--- src/rtl/ppu_pkg.sv ---
// ppu_pkg: shared register indices, VRAM port FSM states and palette helpers for the PPU register block.
package ppu_pkg;
  localparam logic [2:0] REG_CTRL    = 3'd0;
  localparam logic [2:0] REG_MASK    = 3'd1;
  localparam logic [2:0] REG_STATUS  = 3'd2;
  localparam logic [2:0] REG_OAMADDR = 3'd3;
  localparam logic [2:0] REG_OAMDATA = 3'd4;
  localparam logic [2:0] REG_SCROLL  = 3'd5;
  localparam logic [2:0] REG_ADDR    = 3'd6;
  localparam logic [2:0] REG_DATA    = 3'd7;
  localparam logic [13:0] PAL_BASE = 14'h3F00;
  typedef enum logic [2:0] {IDLE, WR_WAIT, RD_WAIT, RD_LATCH, FINISH} vram_state_e;
  // Sprite backdrop entries $10/$14/$18/$1C alias the background ones.
  function automatic logic [4:0] pal_index(input logic [13:0] a);
    return (a[4] && a[1:0] == 2'b00) ? {1'b0, a[3:0]} : a[4:0];
  endfunction
endpackage

--- src/rtl/ppu_vram_port.sv ---
// ppu_vram_port: PPUDATA transfer FSM, VRAM address v and read buffer.
module ppu_vram_port
  import ppu_pkg::*;
(
  input  logic        clock,
  input  logic        reset_n,
  input  logic        start_wr,
  input  logic        start_rd,
  input  logic [7:0]  wdata,
  input  logic        v_load,
  input  logic [13:0] v_load_val,
  input  logic        v_step,
  input  logic [13:0] step,
  input  logic        vram_ack,
  input  logic [7:0]  ppu_in,
  output logic        vram_req,
  output logic [13:0] ppu_addr,
  output logic [7:0]  ppu_out,
  output logic        ppu_we,
  output logic        lock_cpu,
  output logic [13:0] v,
  output logic [7:0]  buffer
);
  vram_state_e state, state_nx;
  logic [13:0] addr_q;
  logic slot;
  always_ff @(posedge clock or negedge reset_n)
    if (!reset_n) state <= IDLE;
    else state <= state_nx;
  always_comb begin
    state_nx = state;
    case (state)
      IDLE:     state_nx = start_wr ? WR_WAIT : start_rd ? RD_WAIT : IDLE;
      WR_WAIT:  state_nx = vram_ack ? FINISH : WR_WAIT;
      RD_WAIT:  state_nx = vram_ack ? RD_LATCH : RD_WAIT;
      RD_LATCH: state_nx = FINISH;
      default:  state_nx = IDLE;
    endcase
  end
  // Palette-range reads still refill the buffer from the nametable underneath.
  always_comb begin
    vram_req = state == WR_WAIT || state == RD_WAIT;
    slot = vram_req & vram_ack;
    ppu_we = slot & (state == WR_WAIT);
    lock_cpu = state != IDLE;
    ppu_addr = slot ? ((v[13:8] == PAL_BASE[13:8]) ? v & 14'h2FFF : v) : addr_q;
  end
  always_ff @(posedge clock or negedge reset_n)
    if (!reset_n) begin
      addr_q <= '0;
      ppu_out <= '0;
      buffer <= '0;
      v <= '0;
    end else begin
      addr_q <= ppu_addr;
      if (start_wr) ppu_out <= wdata;
      if (state == RD_LATCH) buffer <= ppu_in;
      v <= v_load ? v_load_val : (v_step || state == FINISH) ? v + step : v;
    end
endmodule

--- src/rtl/ppu_regs.sv ---
// ppu_regs: CPU-facing PPU register file at $2000-$3FFF with write toggle, vblank/NMI and PPUDATA transfers.
module ppu_regs
  import ppu_pkg::*;
#(
  parameter logic [2:0] CS_HI = 3'b001,
  parameter int INC_SMALL = 1,
  parameter int INC_LARGE = 32
) (
  input  logic        clock,
  input  logic        reset_n,
  input  logic [15:0] address,
  input  logic [7:0]  in,
  input  logic        rd,
  input  logic        we,
  output logic [7:0]  out,
  output logic        lock_cpu,
  input  logic        vblank_start,
  input  logic        vblank_end,
  input  logic        spr0_hit,
  input  logic        spr_ovf,
  output logic        vram_req,
  input  logic        vram_ack,
  output logic [13:0] ppu_addr,
  input  logic [7:0]  ppu_in,
  output logic [7:0]  ppu_out,
  output logic        ppu_we,
  output logic [4:0]  pal_addr,
  input  logic [5:0]  pal_in,
  output logic [5:0]  pal_out,
  output logic        pal_we,
  output logic [7:0]  oam_addr,
  output logic [7:0]  oam_out,
  output logic        oam_we,
  output logic [7:0]  ctrl,
  output logic [7:0]  mask,
  output logic [7:0]  scroll_x,
  output logic [7:0]  scroll_y,
  output logic        nmi_n
);
  logic [2:0] ra;
  logic acc, wr, rd_acc, pal_hit, status_rd, w, vblank, vblank_nx;
  logic [7:0] ctrl_nx, buffer;
  logic [13:0] t, v;
  assign ra = address[2:0];
  assign acc = (address[15:13] == CS_HI) & (rd | we) & ~lock_cpu;
  assign wr = acc & we;
  assign rd_acc = acc & rd & ~we;
  assign pal_hit = v[13:8] == PAL_BASE[13:8];
  assign status_rd = rd_acc & (ra == REG_STATUS);
  assign pal_we = wr & (ra == REG_DATA) & pal_hit;
  assign pal_out = in[5:0];
  assign pal_addr = pal_index(v);
  // A status read racing vblank_start wins, so the flag is never seen set.
  assign vblank_nx = status_rd ? 1'b0 : vblank_start ? 1'b1 : vblank_end ? 1'b0 : vblank;
  assign ctrl_nx = (wr && ra == REG_CTRL) ? in : ctrl;
  ppu_vram_port u_port (
    .clock(clock), .reset_n(reset_n),
    .start_wr(wr & (ra == REG_DATA) & ~pal_hit), .start_rd(rd_acc & (ra == REG_DATA)),
    .wdata(in), .v_load(wr & (ra == REG_ADDR) & w), .v_load_val({t[13:8], in}),
    .v_step(pal_we), .step(ctrl[2] ? 14'(INC_LARGE) : 14'(INC_SMALL)),
    .vram_ack(vram_ack), .ppu_in(ppu_in), .vram_req(vram_req), .ppu_addr(ppu_addr),
    .ppu_out(ppu_out), .ppu_we(ppu_we), .lock_cpu(lock_cpu), .v(v), .buffer(buffer)
  );
  always_ff @(posedge clock or negedge reset_n)
    if (!reset_n) begin
      ctrl <= '0;
      mask <= '0;
      scroll_x <= '0;
      scroll_y <= '0;
      oam_addr <= '0;
      oam_out <= '0;
      oam_we <= 1'b0;
      t <= '0;
      w <= 1'b0;
      vblank <= 1'b0;
      nmi_n <= 1'b1;
      out <= '0;
    end else begin
      ctrl <= ctrl_nx;
      vblank <= vblank_nx;
      nmi_n <= ~(vblank_nx & ctrl_nx[7]);
      oam_we <= wr & (ra == REG_OAMDATA);
      if (wr && ra == REG_MASK) mask <= in;
      if (wr && ra == REG_OAMADDR) oam_addr <= in;
      else if (oam_we) oam_addr <= oam_addr + 8'd1;
      if (wr && ra == REG_OAMDATA) oam_out <= in;
      if (wr && ra == REG_SCROLL && !w) scroll_x <= in;
      if (wr && ra == REG_SCROLL && w) scroll_y <= in;
      if (wr && ra == REG_ADDR && !w) t[13:8] <= in[5:0];
      if (wr && ra == REG_ADDR && w) t[7:0] <= in;
      if (status_rd) w <= 1'b0;
      else if (wr && (ra == REG_SCROLL || ra == REG_ADDR)) w <= ~w;
      if (rd_acc)
        out <= (ra == REG_STATUS) ? {vblank & ~vblank_start, spr0_hit, spr_ovf, 5'b0} :
               (ra == REG_DATA) ? (pal_hit ? {2'b00, pal_in} : buffer) : 8'h00;
    end
endmodule

--- config.mk ---
export PLATFORM = sky130hd
export DESIGN_NAME = ppu_regs
export DESIGN_NICKNAME = d
export VERILOG_FILES = /design/src/rtl/ppu_pkg.sv /design/src/rtl/ppu_vram_port.sv /design/src/rtl/ppu_regs.sv
export SDC_FILE = /design/constraint.sdc
export NUM_CORES = 1
export LEC_CHECK = 0
export CORE_ASPECT_RATIO = 0.6
export CORE_MARGIN = 1.5
export CORE_UTILIZATION = 30
export CTS_CLUSTER_DIAMETER = 80
export DETAILED_ROUTE_END_ITERATION = 16
export PLACE_DENSITY = 0.55
export SYNTH_ARGS = -nofsm -noshare
export SYNTH_HDL_FRONTEND = slang
export SYNTH_SLANG_ARGS = --single-unit
--- constraint.sdc ---
create_clock -name clock -period 2.7 [get_ports clock]
set_clock_uncertainty 0.1 [all_clocks]
set_input_delay 0.27 -clock clock [delete_from_list [all_inputs] [get_ports clock]]
set_output_delay 0.27 -clock clock [all_outputs]
set_load 0.03 [all_outputs]
== Word level (Yosys, flattened, before mapping) ==
Cells that the tools add are included.
Widths: inputs -> output; s select.

* Shift-type cells: 0
* Multiplexer cells: 22
* Bitwise logic cells: 24
* Magnitude comparators: 0
* Divide/modulo/power cells: 0
* Reductions and logical operators: 22
* Equality and inequality tests: 13
* $add $sub $neg: 2
* Multiply operators: 0

{| class="wikitable"
|+ Operator list
! operator !! count
|-
| $mux 8 || 6
|-
| $mux 14 || 3
|-
| $and 1x1->1 || 17
|-
| $eq 3x3->1 const B || 5
|-
| $add 14x6->14 || 1
|-
| $mux 13 || 1
|-
| $eq 3x2->1 const B || 4
|-
| $pmux 3 s4 || 1
|-
| $logic_and 1x1->1 || 11
|-
| $eq 3x1->1 const B || 3
|-
| $add 8x1->8 const B || 1
|-
| $eq 6x6->1 const B || 1
|-
| $logic_not 3->1 || 2
|-
| $mux 1 || 6
|-
| $mux 3 || 2
|-
| $mux 6 || 1
|-
| $not 1->1 || 6
|-
| $reduce_bool 2->1 || 3
|-
| $mux 5 || 1
|-
| $logic_or 1x1->1 || 3
|-
| $reduce_bool 3->1 || 1
|-
| $logic_not 2->1 || 1
|-
| $mux 2 || 1
|-
| $logic_not 1->1 || 1
|-
| $or 1x1->1 || 1
|}

* Output and inout port bits: 95
* RAM bits: 0
* Bits in latches: 0
* Bits in registers: 113
* Memories kept: 0
* Bits in read-only memories: 0

== Depth between registers and ports, before layout ==
Gate-level depths: netlist of the first run.

* Word-level depth: 9
* Depth in mapped cells: 8
* Mapped depth without buffers: 8

== Modules after synthesis ==
Synthesis of the first run repeated with hierarchy kept, for this count alone.

* Cell total of the unflattened synthesis: 464
* Area, all modules: 5565.3 µm²

{| class="wikitable"
|+ Modules (own cells, without submodules)
! module !! cells an instance !! seq. area each (µm²) !! instances !! area an instance (µm²)
|-
| ppu_regs || 229 || 1652.8 || 1 || 2936.6
|-
| ppu_vram_port || 235 || 1176.1 || 1 || 2628.8
|}

== Least setup slack after synthesis of the first run ==
No wires, ideal clock.

* Path type: register to output
* From: reg u_port.state[1]
* To: out ppu_addr[12]
* Buffers on the path: 1
* Data required time: 2330 ps
* Slack: -160 ps
* Stages on the path, launching flop included: 6
* Data arrival time: 2490 ps
* Cell sequence: dfrtp_1 nand2b_1 a21oi_1 nand2_1 clkbuf_1 o21ai_0

* Word-level cells in the longest chain between the ends: 4
* Elaborated cells on any way between the ends: 5
* Those cells by class: 2 x eq/ne; 1 x mux; 1 x bitwise; 1 x reduce/logical

{| class="wikitable"
|+ Ends and longest elaborated chain
! item !! RTL line !! source
|-
| start, declared || ppu_vram_port.sv:24 || <nowiki>vram_state_e state, state_nx;</nowiki>
|-
| start signal, assigned || ppu_vram_port.sv:29 || <nowiki>else state <= state_nx;</nowiki>
|-
| $eq 3x1->1 or $eq 3x2->1 (tied branches) || ppu_vram_port.sv:42 || <nowiki>vram_req = state == WR_WAIT || state == RD_WAIT;</nowiki>
|-
| $logic_or 1x1->1 (*) || ppu_vram_port.sv:42 ||
|-
| named net vram_req || ppu_regs.sv:21 || <nowiki>output logic vram_req,</nowiki>
|-
| $and 1x1->1 (*) || ppu_vram_port.sv:43 || <nowiki>slot = vram_req & vram_ack;</nowiki>
|-
| $mux 14 (*) || ppu_vram_port.sv:46 || <nowiki>ppu_addr = slot ? ((v[13:8] == PAL_BASE[13:8]) ? v & 14'h2FFF : v) : addr_q;</nowiki>
|-
| end, declared || ppu_regs.sv:23 || <nowiki>output logic [13:0] ppu_addr,</nowiki>
|}

The timed path passes the listed nets; every way through them passes the cells marked *.

== Worst setup path in the final report of the first run ==
* From: reg u_port.state[1]
* To: out pal_we

* Word-level cells in the longest chain between the ends: 6

{| class="wikitable"
|+ Ends and longest elaborated chain
! item !! RTL line !! source
|-
| $reduce_bool 3->1 || ppu_vram_port.sv:45 || <nowiki>lock_cpu = state != IDLE;</nowiki>
|-
| $not 1->1 || ppu_regs.sv:45 || <nowiki>assign acc = (address[15:13] == CS_HI) & (rd | we) & ~lock_cpu;</nowiki>
|-
| $and 1x1->1 || ppu_regs.sv:45 ||
|-
| $and 1x1->1 || ppu_regs.sv:46 || <nowiki>assign wr = acc & we;</nowiki>
|-
| $and 1x1->1 (2 in a row) || ppu_regs.sv:50 || <nowiki>assign pal_we = wr & (ra == REG_DATA) & pal_hit;</nowiki>
|-
| end, declared || ppu_regs.sv:30 || <nowiki>output logic pal_we,</nowiki>
|}

No other way between the ends.

==> out/results.txt, run 1 <==
post-synthesis mux area share: 0.187
Clk network pwr share: 0.384
Max-slew headroom: 0.450
CP max FO: 8
switching share of power: 0.318
reg2reg setup slack: 0.15 ns
total CTS buffers: 17
initial antenna violation count: 1
global routing usage on met3: 0.0852
port bufs: 131
Fin Hold WS: 0.348 ns
dominant cell type by area after synthesis: dfrtp_1
routed wire length: 14,400 um
top cells by area, synth: dfrtp_1 (55%), mux2_2 (16%), mux2i_1 (2.2%)
H-tree Lvls: 4
Initial Util: 0.309
Synth top area share: 0.555
via count: 3,891
Synth Flop Type: dfrtp_1
reg2reg end: u_port.v[10]
Vias/cell: 4.73
Final Cycle Share: 0.969
Post-Syn Instances: 420
power per cell area: 839 nW/um2
met1 Resource Use GR: 0.234
VDD IR max: 312 uV
row count: 36
FF+latch count, synth: 113
Synth Area in Adders: 0.00990
CP Capture Point: pal_we
Simple-Gate Fraction of Synth Area: 0.129
Clk pin slew, worst setup/hold paths: 0.06 ns
pre-CTS setup slack: -0.164 ns
FF-to-FF path depth: 5
DP Wirelength: 10,400 um
die area: 17,700 um2
NumNets Final: 631
IO Pins: 142
Worst-Margin Slew: 0.821 ns
endpoints failing setup: 0
Final WS setup: 0.0831 ns
DR pass1 iterations: 4
top-count cell post-synth: dfrtp_1
Synth cell types: 47
Die Y: 104 um
share of cells above drive strength 1: 0.277
Internal: 4.30 mW
Die W: 171 um
Worst-Skew Late Latency: 0.41 ns
Leakage: 3.22 nW
first-pass GRT wire length: 23,200 um
All-Layer GR Usage: 0.175
status: finished, final reports clean
fmax: 382 MHz
Final Hold Fails: 0
Tot Pwr: 6.30 mW
Compound-Gate Fraction of Synth Area: 0.0688
FFs w/ async S/R, synth: 1.00
Avg Inst Size Synth: 12.0 um2
ANT nets after route: 0
Root Buffer: clkbuf_16
met2 Use GR: 0.242
minimum clock period after layout: 2.62 ns
Req. time, crit path: 2.33 ns
GR peak layer: met2
Slew Viols, Final: 0
CTS tree: done
fillers: 1,480
most frequent cells after synthesis: dfrtp_1 (112), mux2_2 (74), nand2_1 (29), nor2_1 (29), o21ai_0 (17)
WS Path Type: reg -> out
logic gate share of total power: 0.275
Critical R2R Launch: u_port.state[1]
clock sink count: 113
Post CTS Setup Buffer Count: 0
Critical Path Start: u_port.state[1]
synth-to-layout area growth: 48.7%
GP Congestion: 0.809
grt total ovfl: 0
WL/cell: 17.5 um
Core ar.: 16,400 um2
crit path DAT: 2.25 ns
sequential share of the synthesized area: 0.560
Synth Area in XOR/XNOR: 0.0139
largest net degree at the start of global routing: 53
Seq pwr share: 0.342
Yosys warning count: 0
Initial DRC Count: 196
main combinational cell family by area after synthesis: multiplexers
max cap viols: 0
Max clock buf depth: 2
Setup crit end kind: output pin
# DRC: 0
number of synthesized flops with an enable pin: 0
Cell Area, Synth: 5050 um2
Net Count, Synth: 471
Hold WC Path Type: in -> async
Worst setup SP type: flop
number of global-route vias before repair: 4,140
Switch Pwr: 2.00 mW
power by group through the flow:
stage | Combinational, mW | Sequential, mW | Clock, mW
after global routing | 1.85 | 2.20 | 2.57
after global placement | 1.74 | 2.17 | 0
after CTS | 1.73 | 2.16 | 2.48
after floorplan | 0.769 | 2.39 | 0
after detailed placement | 1.76 | 2.18 | 0
final | 1.73 | 2.15 | 2.42
worst min-delay path by stage:
stage                          from                to
after floorplan             reset_n           ctrl[0]
after global placement      reset_n  u_port.addr_q[9]
after detailed placement    reset_n  u_port.addr_q[7]
after CTS                 ppu_in[3]  u_port.buffer[3]
after global routing      ppu_in[4]  u_port.buffer[4]
final                       reset_n  u_port.addr_q[9]
critical path, cell delays in order, from the launching register on:
cell     delay [ns]
dfrtp_1        0.47
or3_4          0.46
or4_4          0.57
nor3_2         0.16
buf_4          0.19
cell families after synthesis:
group                    Yosys count
adder cells (fa/ha/maj)            4
buffers and inverters             31
multiplexers                      85
XOR/XNOR                           8
AO/OA/AOI/OAI                     57
flip-flops                       113
AND/OR/NAND/NOR                  122
placed cells by master, fill, tap and decap left out, types with 6 or more instances in the layout:
cell type	Yosys	final
clkdlybuf4s50_1	0	115
dfrtp_1	112	111
mux2_2	74	74
buf_4	10	32
nor2_1	29	29
nand2_1	29	28
clkbuf_16	0	17
a21oi_1	14	14
o21ai_0	17	14
nand3_1	12	12
mux2i_1	11	11
a31oi_1	10	10
inv_1	9	9
buf_12	0	9
nand4_1	6	6
xor2_1	6	6
dlygate4sd2_1	0	6
routing by layer:
layer,share of wire,vias up
li1,-,1827
met1,0.47,1946
met2,0.43,114
met3,0.095,4
met4,0.0047,0
met5,0,-
metrics by stage:
stage | util | setup TNS (ns) | cells | instance area (um2)
final | 0.460 | 0 | 822 | 7510
after CTS | 0.458 | -0.336 | 821 | 7490
after floorplan | - | -0.486 | 420 | 5050
after detailed placement | 0.419 | -0.430 | 788 | 6850
after global placement | 0.419 | -0.0398 | 788 | 6850
after global routing | 0.459 | -0.00315 | 821 | 7510
state kept, by name, summed over array words and instances (netlist names):
| register | flops |
|---|---|
| t | 6 |
| oam_out | 8 |
| u_port.state | 3 |
| nmi_n | 1 |
| vblank | 1 |
| scroll_x | 8 |
| mask | 8 |
| oam_we | 1 |
| ctrl | 8 |
| oam_addr | 8 |
| out | 8 |
| u_port.addr_q | 14 |
| u_port.v | 14 |
| scroll_y | 8 |
| u_port.buffer | 8 |
| u_port.ppu_out | 8 |
| w | 1 |
repair_timing:
| item | CTS | global route |
|---|---|---|
| endpoints found under the setup margin | 10 | 17 |
| endpoints found under the hold margin | 49 | 0 |
| hold buffers | 1 | 0 |
| resized for setup | 6 | 8 |
| cloned | 0 | 0 |
area by class of cell:
type,count,area [um2],share of cell area
Timing Repair Buffer,163,1630,0.217
Clock inverter,14,203,0.0270
Antenna cell,1,2.50,0.000333
Tap cell,228,285,0.0380
Multi-Input combinational cell,276,2090,0.278
Sequential cell,113,2830,0.377
Clock buffer,18,439,0.0585
Inverter,9,33.8,0.00450
Power figures use the tool's default switching activity.
==> run 2, diff against run 1 <==
--- a/config.mk
+++ b/config.mk
@@ -11,6 +11,7 @@
 export CTS_CLUSTER_DIAMETER = 80
 export DETAILED_ROUTE_END_ITERATION = 16
 export PLACE_DENSITY = 0.55
+export REMOVE_ABC_BUFFERS = 1
 export SYNTH_ARGS = -nofsm -noshare
 export SYNTH_HDL_FRONTEND = slang
 export SYNTH_SLANG_ARGS = --single-unit
==> run 2 against run 1 <==
  * Fmax grew 0.50%
  * Cell count grew 0.12%
  * Cell area shrank 0.67%
  * Core utilization shrank 0.31 points
  * Combinational power is essentially flat
  * Largest power group unchanged
==> out/results.txt, run 2 (synthesis results as in run 1) <==
minimum clock period after layout: 2.60 ns (was 2.62 ns)
DR pass1 iterations: 4 (unchanged)
All-Layer GR Usage: 0.170 (was 0.175)
Clk pin slew, worst setup/hold paths: 0.05 ns (was 0.06 ns)
Die W: 171 um (unchanged)
Final Hold Fails: 0 (unchanged)
WL/cell: 17.4 um (was 17.5 um)
post-layout util: 0.456 (was 0.460)
fmax: 384 MHz (was 382 MHz)
H-tree Lvls: 4 (unchanged)
Worst-Margin Slew: 0.672 ns (was 0.821 ns)
VDD IR max: 301 uV (was 312 uV)
CP max FO: 10 (was 8)
commonest non-fill, non-tap cell in the layout: clkdlybuf4s50_1 (unchanged)
clock sink count: 113 (unchanged)
max cap viols: 0 (unchanged)
Max clock buf depth: 2 (unchanged)
NumNets Final: 634 (was 631)
Tot Pwr: 6.05 mW (was 6.30 mW)
Root Buffer: clkbuf_16 (unchanged)
Worst-Skew Late Latency: 0.40 ns (was 0.41 ns)
slowest stage delay, CP: 0.57 ns (about the same)
Crit path depth: 4 (unchanged)
Req. time, crit path: 2.33 ns (about the same)
via count: 3,921 (was 3,891)
IO Pins: 142 (unchanged)
largest registers: u_port.addr_q (14), u_port.v (14) (unchanged)
Hold WC Path Type: in -> async (unchanged)
Vias/cell: 4.76 (was 4.73)
fillers: 1,508 (was 1,480)
WS Path Type: reg -> out (unchanged)
total CTS buffers: 17 (unchanged)
commonest non-fill, non-tap cells in the layout: clkdlybuf4s50_1 (115), dfrtp_1 (112), mux2_2 (74) (was clkdlybuf4s50_1 (115), dfrtp_1 (111), mux2_2 (74))
ANT nets after route: 0 (unchanged)
# DRC: 0 (unchanged)
Max-slew headroom: 0.550 (was 0.450)
GP Congestion: 0.816 (was 0.809)
synth-to-layout area growth: 47.7% (was 48.7%)
CP Buf/Inv Count: 1 (unchanged)
reg2reg setup slack: 0.30 ns (was 0.15 ns)
Initial Util: 0.309 (unchanged)
unrepaired setup endpoints after global routing: no
grt total ovfl: 0 (unchanged)
crit path cell chain: or3_4, or4_4, nor3_2, buf_4 (unchanged)
Fin Setup TNS: 0 ns (unchanged)
number of global-route vias before repair: 4,051 (was 4,140)
power per cell area: 810 nW/um2 (was 839 nW/um2)
CTS tree: done (unchanged)
first-pass GRT wire length: 22,600 um (was 23,200 um)
Slew Viols, Final: 0 (unchanged)
DP Wirelength: 10,300 um (was 10,400 um)
row count: 36 (unchanged)
Die Y: 104 um (unchanged)
Ant. Diodes: 0 (was 1)
routed wire length: 14,300 um (was 14,400 um)
share of cells above drive strength 1: 0.272 (was 0.277)
Initial DRC Count: 190 (was 196)
slowest cell on the critical path: or4_4 (unchanged)
endpoints failing setup: 0 (unchanged)
Fin Hold WS: 0.347 ns (was 0.348 ns)
critical path's top delay family: simple AND/OR/NAND/NOR gates (unchanged)
Core ar.: 16,400 um2 (unchanged)
Worst setup SP type: flop (unchanged)
Leakage: 3.20 nW (was 3.22 nW)
largest net degree at the start of global routing: 46 (was 53)
Final Cycle Share: 0.964 (was 0.969)
Setup crit end kind: output pin (unchanged)
status: finished, final reports clean (unchanged)
initial antenna violation count: 2 (was 1)
FF-to-FF path depth: 5 (unchanged)
crit path DAT: 2.23 ns (was 2.25 ns)
die area: 17,700 um2 (unchanged)
port bufs: 131 (unchanged)
run 2: changes by cell type in the layout (fill, tap and decap cells not counted), moves of 2 or more:
cell,previous run,this run
clkinv_2,0,4
inv_6,3,0
bufinv_16,4,2
clkbuf_1,0,2
clkinv_4,3,1
dlygate4sd2_1,6,8
run 2: layout make-up:
class                      instances  area (um2)  area share
timing repair buffer             165        1640       0.220
clock buffer                      21         460      0.0617
multi-input combinational        277        2100       0.282
clock inverter                    10         111      0.0149
sequential                       113        2830       0.379
tap                              228         285      0.0382
inverter                           9        33.8     0.00453
run 2: worst register-to-register path, stage by stage, from the launching register on:
cell,delay [ns]
dfrtp_1,0.50
or3_4,0.42
nor4_4,0.30
a31oi_1,0.29
or4_1,0.55
a31oi_1,0.17
run 2: final timing paths:
path | startpoint | to
worst max-delay path | u_port.state[2] | pal_we
max in group asynchronous | reset_n | nmi_n
min in group clock | ppu_in[4] | u_port.buffer[4]
worst max register to register | u_port.state[2] | u_port.v[12]
worst min-delay path | reset_n | u_port.addr_q[10]
worst min register to register | out[1] | out[1]
run 2: power breakdown:
part | total [mW] | switching [mW] | internal, mW
Combinational | 1.72 | 0.963 | 0.752
Sequential | 2.15 | 0.198 | 1.95
Clock | 2.18 | 0.787 | 1.40
Total | 6.05 | 1.95 | 4.10
run 2: metrics by stage:
| stage | std cells | worst slack [ns] | instance area (um2) |
|---|---|---|---|
| finish | 823 | 0.0960 | 7460 |
| global route | 823 | 0.00847 | 7460 |
| CTS | 822 | 0.0483 | 7440 |
| detailed placement | 790 | -0.00911 | 6850 |
| global placement | 790 | 0.0309 | 6850 |
| floorplan | 398 | -0.117 | 4930 |
run 2: layer usage:
layer	GRT usage	vias to the layer above	share of wire
met5	0	-	0.00091
met1	0.223	1976	0.47
met3	0.0864	19	0.090
met4	0.0455	2	0.0082
li1	-	1825	-
met2	0.246	99	0.43
run 2: what timing repair did:
action	in CTS	in global routing
gates cloned	0	1
hold endpoints to repair	42	0
hold buffers	1	0
setup buffers	0	0
endpoints found under the setup margin	15	9
pin swaps	0	1
resized for setup	14	5
==> run 3, diff against run 2 <==
--- a/config.mk
+++ b/config.mk
@@ -8,10 +8,12 @@
 export CORE_ASPECT_RATIO = 0.6
 export CORE_MARGIN = 1.5
 export CORE_UTILIZATION = 30
+export CTS_BUF_LIST = sky130_fd_sc_hd__clkbuf_16
 export CTS_CLUSTER_DIAMETER = 80
 export DETAILED_ROUTE_END_ITERATION = 16
 export PLACE_DENSITY = 0.55
 export REMOVE_ABC_BUFFERS = 1
+export SKIP_CTS_REPAIR_TIMING = 1
 export SYNTH_ARGS = -nofsm -noshare
 export SYNTH_HDL_FRONTEND = slang
 export SYNTH_SLANG_ARGS = --single-unit
==> run 3 against run 2 <==
  * Highest routed layer unchanged
  * Core utilization shrank 0.054 points
  * Setup slack better by 0.0028 ns
  * Critical endpoint unchanged
  * Via count is 0.26% higher
==> out/results.txt, run 3 (synthesis results as in run 1) <==
switching share of power: 0.323 (was 0.322)
Leakage: 3.24 nW (was 3.20 nW)
post-layout util: 0.456 (about the same)
via count: 3,931 (was 3,921)
Die W: 171 um (unchanged)
routed wire length: 14,200 um (was 14,300 um)
Hold WC Path Type: in -> async (unchanged)
NumNets Final: 633 (was 634)
Final WS setup: 0.0988 ns (was 0.0960 ns)
Req. time, crit path: 2.33 ns (about the same)
grt total ovfl: 0 (unchanged)
DP Cell Count: 790 (unchanged)
Setup crit end kind: output pin (unchanged)
row count: 36 (unchanged)
DP Wirelength: 10,300 um (unchanged)
WS Path Type: reg -> out (unchanged)
commonest non-fill, non-tap cell in the layout: clkdlybuf4s50_1 (unchanged)
Clk network pwr share: 0.352 (was 0.361)
Seq pwr share: 0.359 (was 0.356)
DR pass1 iterations: 4 (unchanged)
Tot Pwr: 6.00 mW (was 6.05 mW)
Worst-Margin Slew: 0.679 ns (was 0.672 ns)
largest net degree at the start of global routing: 46 (unchanged)
Ant. Diodes: 0 (unchanged)
Initial Util: 0.309 (unchanged)
Max-slew headroom: 0.545 (was 0.550)
logic gate share of total power: 0.289 (was 0.284)
VDD IR max: 300 uV (was 301 uV)
synth-to-layout area growth: 47.5% (was 47.7%)
share of cells above drive strength 1: 0.266 (was 0.272)
port bufs: 131 (unchanged)
Clk pin slew, worst setup/hold paths: 0.05 ns (about the same)
die area: 17,700 um2 (unchanged)
minimum clock period after layout: 2.60 ns (about the same)
Worst-Skew Late Latency: 0.40 ns (about the same)
fmax: 384 MHz (about the same)
Layout Cells excl Fill: 822 (was 823)
Internal: 4.06 mW (was 4.10 mW)
CP Buf/Inv Count: 1 (unchanged)
CP max FO: 8 (was 10)
Core ar.: 16,400 um2 (unchanged)
unrepaired setup endpoints after global routing: yes (was no)
Worst setup SP type: flop (unchanged)
Root Buffer: clkbuf_16 (unchanged)
Critical Path Start: u_port.state[1] (was u_port.state[2])
Vias/cell: 4.78 (was 4.76)
largest registers: u_port.addr_q (14), u_port.v (14) (unchanged)
clock sink count: 113 (unchanged)
Initial DRC Count: 157 (was 190)
slowest cell on the critical path: or4_4 (unchanged)
max cap viols: 0 (unchanged)
Switch Pwr: 1.94 mW (was 1.95 mW)
slowest stage delay, CP: 0.57 ns (about the same)
number of global-route vias before repair: 4,027 (was 4,051)
Slew Viols, Final: 0 (unchanged)
initial antenna violation count: 2 (unchanged)
# DRC: 0 (unchanged)
Max clock buf depth: 2 (unchanged)
WL/cell: 17.3 um (was 17.4 um)
Final Hold Fails: 0 (unchanged)
power per cell area: 805 nW/um2 (was 810 nW/um2)
status: finished, final reports clean (unchanged)
Fin Setup TNS: 0 ns (unchanged)
ANT nets after route: 0 (unchanged)
endpoints failing setup: 0 (unchanged)
Die Y: 104 um (unchanged)
H-tree Lvls: 4 (unchanged)
CTS tree: done (unchanged)
commonest non-fill, non-tap cells in the layout: clkdlybuf4s50_1 (115), dfrtp_1 (112), mux2_2 (74) (unchanged)
Final Cycle Share: 0.963 (was 0.964)
All-Layer GR Usage: 0.169 (was 0.170)
crit path DAT: 2.23 ns (about the same)
first-pass GRT wire length: 22,500 um (was 22,600 um)
GP Congestion: 0.816 (unchanged)
critical path's top delay family: simple AND/OR/NAND/NOR gates (unchanged)
total CTS buffers: 17 (unchanged)
Critical R2R Launch: u_port.state[1] (was u_port.state[2])
crit path cell chain: or3_4, or4_4, nor3_2, buf_4 (unchanged)
reg2reg setup slack: 0.29 ns (was 0.30 ns)
pre-CTS setup slack: -0.00911 ns (unchanged)
IO Pins: 142 (unchanged)
[run 3: cell types whose count changed in the layout (fill, tap and decap cells not counted), sizes merged]
cell          before  now
dlymetal6s2s       0    8
dlygate4sd2        8    0
clkbuf            21   17
nand2             30   29
inv                9   11
clkinv             5    7
[run 3: path summary, 6_finish.rpt]
path                       cells past startpoint                 to
max reg2reg                                    5       u_port.v[12]
min in group clock                             2   u_port.buffer[4]
min reg2reg                                    2             out[1]
max in group asynchronous                      3              nmi_n
max                                            4             pal_we
min                                            2  u_port.addr_q[10]
[run 3: metrics by stage]
step | area (um2) | hold slack [ns]
2_1_floorplan | 4930 | -0.126
3_3_place_gp | 6850 | 0.220
3_5_place_dp | 6850 | 0.228
4_1_cts | 7400 | -0.205
5_1_grt | 7450 | 0.363
6_report | 7450 | 0.344
[run 3: cell type report]
cell class                 instances  area [um2]
sequential                       113        2830
inverter                           9        33.8
multi-input combinational        276        2090
tap                              228         285
clock inverter                    14         126
clock buffer                      17         425
timing repair buffer             165        1670
fill                            1506        8900
[run 3: layer usage]
| layer | vias to the layer above | GRT usage | part of all wire |
|---|---|---|---|
| met4 | 2 | 0.0455 | 0.0076 |
| met5 | - | 0 | 0.00091 |
| li1 | 1824 | - | - |
| met2 | 120 | 0.243 | 0.43 |
| met1 | 1968 | 0.222 | 0.46 |
| met3 | 17 | 0.0864 | 0.094 |
[run 3: power by group through the flow]
stage                     logic [mW]  clock network (mW)  registers [mW]
final                           1.73                2.11            2.15
after global routing            1.86                2.25            2.19
after global placement          1.72                   0            2.17
after floorplan                0.686                   0            2.42
after CTS                       1.75                2.16            2.15
after detailed placement        1.75                   0            2.18
